<file path="src/rtl/mac_accumulator.sv">
// Accumulation stage of the MAC unit: sums VEC_LEN signed products into a
// wide accumulator. Each finished dot-product is offered on a valid/ready
// output, with an optional clamp and a sticky overflow flag for the vector.
module mac_accumulator #(
  parameter int IN_WIDTH  = 16,
  parameter int ACC_WIDTH = 40,
  parameter int VEC_LEN   = 8,
  parameter bit SATURATE  = 1'b1
) (
  input  logic                        clk,
  input  logic                        rst_n,
  input  logic                        clear,
  input  logic                        in_valid,
  output logic                        in_ready,
  input  logic signed [IN_WIDTH-1:0]  in_data,
  output logic                        out_valid,
  input  logic                        out_ready,
  output logic signed [ACC_WIDTH-1:0] out_data,
  output logic                        out_overflow
);

  localparam int CNT_W = $clog2(VEC_LEN + 1);
  localparam logic [CNT_W-1:0] LAST_BEAT = CNT_W'(VEC_LEN - 1);
  localparam logic signed [ACC_WIDTH-1:0] ACC_MAX = {1'b0, {(ACC_WIDTH-1){1'b1}}};
  localparam logic signed [ACC_WIDTH-1:0] ACC_MIN = {1'b1, {(ACC_WIDTH-1){1'b0}}};

  typedef enum logic {ACCUM, HOLD} state_t;

  state_t                       state;
  logic signed [ACC_WIDTH-1:0]  acc;
  logic [CNT_W-1:0]             count;
  logic                         ovf;

  logic signed [ACC_WIDTH:0]    in_ext;
  logic signed [ACC_WIDTH:0]    sum;
  logic signed [ACC_WIDTH-1:0]  sum_adj;
  logic                         sum_ovf;
  logic                         beat;

  // The guard bit of the one-bit-wider sum disagrees with the sign bit
  // exactly when the true sum does not fit in ACC_WIDTH bits.
  function automatic logic sum_overflow(input logic signed [ACC_WIDTH:0] s);
    return s[ACC_WIDTH] ^ s[ACC_WIDTH-1];
  endfunction

  // Clamp to the representable range, or plain two's-complement wrap.
  function automatic logic signed [ACC_WIDTH-1:0] saturate_sum(
    input logic signed [ACC_WIDTH:0] s
  );
    if (SATURATE && (s[ACC_WIDTH] != s[ACC_WIDTH-1]))
      return s[ACC_WIDTH] ? ACC_MIN : ACC_MAX;
    return s[ACC_WIDTH-1:0];
  endfunction

  // in_ready depends on the state register alone, keeping out_ready off
  // any combinational path back to the producer.
  assign in_ready = (state == ACCUM);
  assign beat     = in_valid & in_ready;

  // Candidate next accumulator value for an accepted product.
  always_comb begin
    in_ext  = {{(ACC_WIDTH + 1 - IN_WIDTH){in_data[IN_WIDTH-1]}}, in_data};
    sum     = {acc[ACC_WIDTH-1], acc} + in_ext;
    sum_adj = saturate_sum(sum);
    sum_ovf = sum_overflow(sum);
  end

  // Accumulate/hold control; clear discards any partial or held result
  // but leaves out_data showing the last result.
  always_ff @(posedge clk or negedge rst_n) begin
    if (!rst_n) begin
      state        <= ACCUM;
      acc          <= '0;
      count        <= '0;
      ovf          <= 1'b0;
      out_valid    <= 1'b0;
      out_data     <= '0;
      out_overflow <= 1'b0;
    end else if (clear) begin
      state     <= ACCUM;
      acc       <= '0;
      count     <= '0;
      ovf       <= 1'b0;
      out_valid <= 1'b0;
    end else begin
      case (state)
        ACCUM: begin
          if (beat) begin
            if (count == LAST_BEAT) begin
              out_data     <= sum_adj;
              out_overflow <= ovf | sum_ovf;
              out_valid    <= 1'b1;
              acc          <= '0;
              count        <= '0;
              ovf          <= 1'b0;
              state        <= HOLD;
            end else begin
              acc   <= sum_adj;
              count <= count + CNT_W'(1);
              ovf   <= ovf | sum_ovf;
            end
          end
        end
        HOLD: begin
          if (out_ready) begin
            out_valid <= 1'b0;
            state     <= ACCUM;
          end
        end
        default: state <= ACCUM;
      endcase
    end
  end

endmodule
</file>
<file path="config.mk">
export PLATFORM = sky130hd
export DESIGN_NAME = mac_accumulator
export DESIGN_NICKNAME = d
export VERILOG_FILES = /design/src/rtl/mac_accumulator.sv
export SDC_FILE = /design/constraint.sdc
export NUM_CORES = 1
export LEC_CHECK = 0
export CAP_MARGIN = 25
export CORE_MARGIN = 8
export CORE_UTILIZATION = 29
export DETAILED_ROUTE_END_ITERATION = 10
export PLACE_DENSITY = 0.53
export SLEW_MARGIN = 20
export SYNTH_ARGS = -nofsm -noshare
export SYNTH_HDL_FRONTEND = slang
export SYNTH_SLANG_ARGS = --single-unit
</file>
<file path="constraint.sdc">
create_clock -name clk -period 6.13 [get_ports clk]
set_input_delay 1.226 -clock clk [delete_from_list [all_inputs] [get_ports clk]]
set_output_delay 1.226 -clock clk [all_outputs]
set_load 0.02 [all_outputs]
</file>
==> impl_metrics.tcl <==
set metrics [dict create \
    outcome "finished clean" \
    synth-main-ff-cell "dfrtp_1" \
    postRouteAntennaNets 0 \
    tns_ps 0 \
    finalWirelength_um 18610 \
    antenna_found_initial 0 \
    htreeDepth 3 \
    finalCritPeriodShare_pct 82.84 \
    critPathMaxFanout 28 \
    async_reset_ff_share_pct 100.0 \
    grt_pass1_wl_um 30640 \
    dp.cells 1033 \
    hold_buffers 0 \
    place_hpwl_um 13780 \
    cts_resized 0 \
    slew_violations 0 \
    area_growth_pct 19.79 \
    ys_ff_latch 88 \
    synth_cells 715 \
    drtIter0Drc 330 \
    grt_overflow 0 \
    crit_required_ps 6360 \
    port_buffers 63 \
    dr_total_vias 5639 \
    arrival_ps 5310 \
    clk_pin_slew_ps 60 \
    path_class "primary input to flop" \
    post_drt_wl_per_cell_um 17.74 \
    power.leakage_nw 3.216 \
    endpoint_kind "flop" \
    start_kind "primary input" \
    max_slew_margin_pct 52.38 \
    ios 64 \
    final-setup-viol-count 0 \
    fin_skew_ps 12.24 \
    grt_max_degree 50 \
    die_y_um 161.2 \
    grt_pass1_vias 5768 \
    tightestPinTransition_ps 709.5 \
    stdcell_count 1049 \
    cts_buffers 9 \
    dieArea_um2 25980 \
    synth_area_leader_cell "dfrtp_1" \
    via_per_inst 5.376 \
    path_cells "clkdlybuf4s50_1, buf_4, ha_1, a21o_1, a2111oi_4, o31ai_2, a21o_1, a2111oi_4, o211ai_4, and3_1, buf_4, a221o_1" \
    dr.pass1.iters 5 \
    fmax_ghz 0.1969 \
    cts_tree "built" \
    powerDensity_nw_per_um2 432.3 \
    synth_warnings 0 \
    rsz0062_at_grt "false" \
    cts.sinks 88 \
    gp_congestion 0.8800 \
    cpPeakStageDelay_ps 770 \
    cpMaxStageDelayCell "clkdlybuf4s50_1" \
    cts_setup_buffers 0 \
    syn_nets 778 \
    diodes 0 \
    synth.distinct_cells 59 \
    rows 53 \
    netlist_area_um2 6113 \
    grt_usage_pct 14.57 \
    peakVddDrop_uv 170.7 \
    nets 832 \
    layout-drive-gt1-share_pct 5.685 \
    max_cap_violations 0 \
    period_needed_ps 5078 \
    seq_area_frac_synth_pct 36.02 \
    hold_path_class "flop to flop" \
    clk_latency_ps 360 \
    die_w_um 161.2 \
    root_buffer "clkbuf_16" \
    synth.area.top_cells "dfrtp_1 (36%), ha_1 (8.4%), a21oi_1 (7.9%)" \
    yosys.area.top_type_share_pct 36.02 \
    avgSynthCellArea_um2 8.550 \
    initial_core_util_pct 29.27 \
    drc 0 \
    synth-edff-count 0 \
    hold_viol_final 0 \
    core-area_um2 20890 \
    clockBufferDepth 2 \
]
## final cells by class
cell class	count	area (um2)
Fill cell	2171	13570
Multi-Input combinational cell	583	3715
Sequential cell	88	2202
Timing Repair Buffer	76	725.7
Tap cell	275	344.1
Clock buffer	9	225.2
Clock inverter	7	70.07
Inverter	11	41.29
## critical path: cells and delay by family
family                     cells  cell delay, ps
buffers and inverters          3            1340
adders and majority gates      1             320
AOI/OAI and AO/OA              7            2120
and+or+nand+nor                1             270
## report_power, final
part | internal, mW | switching, mW | leakage (nW)
combinational | 0.718 | 1.11 | 1.88
sequential | 0.701 | 0.0777 | 1.19
clock | 0.316 | 0.246 | 0.146
## cell families after synthesis
family	count (synthesis)	share of synthesized area (%)
AND/OR/NAND/NOR	259	19.67
AO/OA/AOI/OAI	254	28.18
flip-flops	88	36.02
buffers and inverters	44	3.397
adder cells (fa/ha/maj)	42	8.719
XOR/XNOR	28	4.011
## cell usage after synthesis, types with 13 or more instances
cell	instances
a21oi_1	97
nand3_1	41
nor2_1	74
nand2_1	73
a221o_1	30
clkbuf_1	24
o21ai_0	45
nand4_1	13
dfrtp_1	88
xnor2_1	16
ha_1	41
## metal layers
metal	GRT usage [%]	part of all wire (%)	vias to the layer above
met5	0	0	-
met4	5.051	1.6	0
met3	2.876	3.7	16
met2	24.39	48	103
met1	18.38	46	2731
li1	-	-	2789
## sequential cells by signal, indices dropped and copies added, names as in the netlist
signal        flops
acc              40
count             4
out_data         40
out_overflow      1
out_valid         1
ovf               1
state             1
## cells in the final DEF, fill, tap and decap left out, types with 13 or more instances in the layout
master	n
a21oi_1	96
dfrtp_1	88
nand2_1	73
nor2_1	73
clkdlybuf4s50_1	62
o21ai_0	45
nand3_1	41
ha_1	41
a221o_1	30
xnor2_1	16
buf_4	14
nand4_1	13
## final timing paths
path | from | endpoint | slack [ps] | cells after the start
min in group asynchronous | rst_n | out_data[31]$_DFFE_PN0P_ | 850 | 1
worst max register to register | acc[0]$_DFFE_PN0P_ | acc[6]$_DFFE_PN0P_ | 2310 | 12
worst min-delay path | out_data[29]$_DFFE_PN0P_ | out_data[29]$_DFFE_PN0P_ | 480 | 2
worst min register to register | out_data[29]$_DFFE_PN0P_ | out_data[29]$_DFFE_PN0P_ | 480 | 2
max in group asynchronous | rst_n | acc[4]$_DFFE_PN0P_ | 4240 | 2
worst max-delay path | in_data[15] | acc[26]$_DFFE_PN0P_ | 1050 | 12
## per-stage QoR
step	power (mW)	area (um2)	worst slack, ps	util, %	hold slack, ps
after global routing	3.436	7323	751.2	35.06	511.4
after global placement	2.603	7028	734.7	33.64	470.6
after CTS	3.184	7323	1051	35.06	487.7
after floorplan	2.158	6113	2041	-	453.8
after detailed placement	2.601	7028	667.9	33.64	473.0
final	3.166	7323	1052	35.06	476.9
Power figures use the tool's default switching activity.
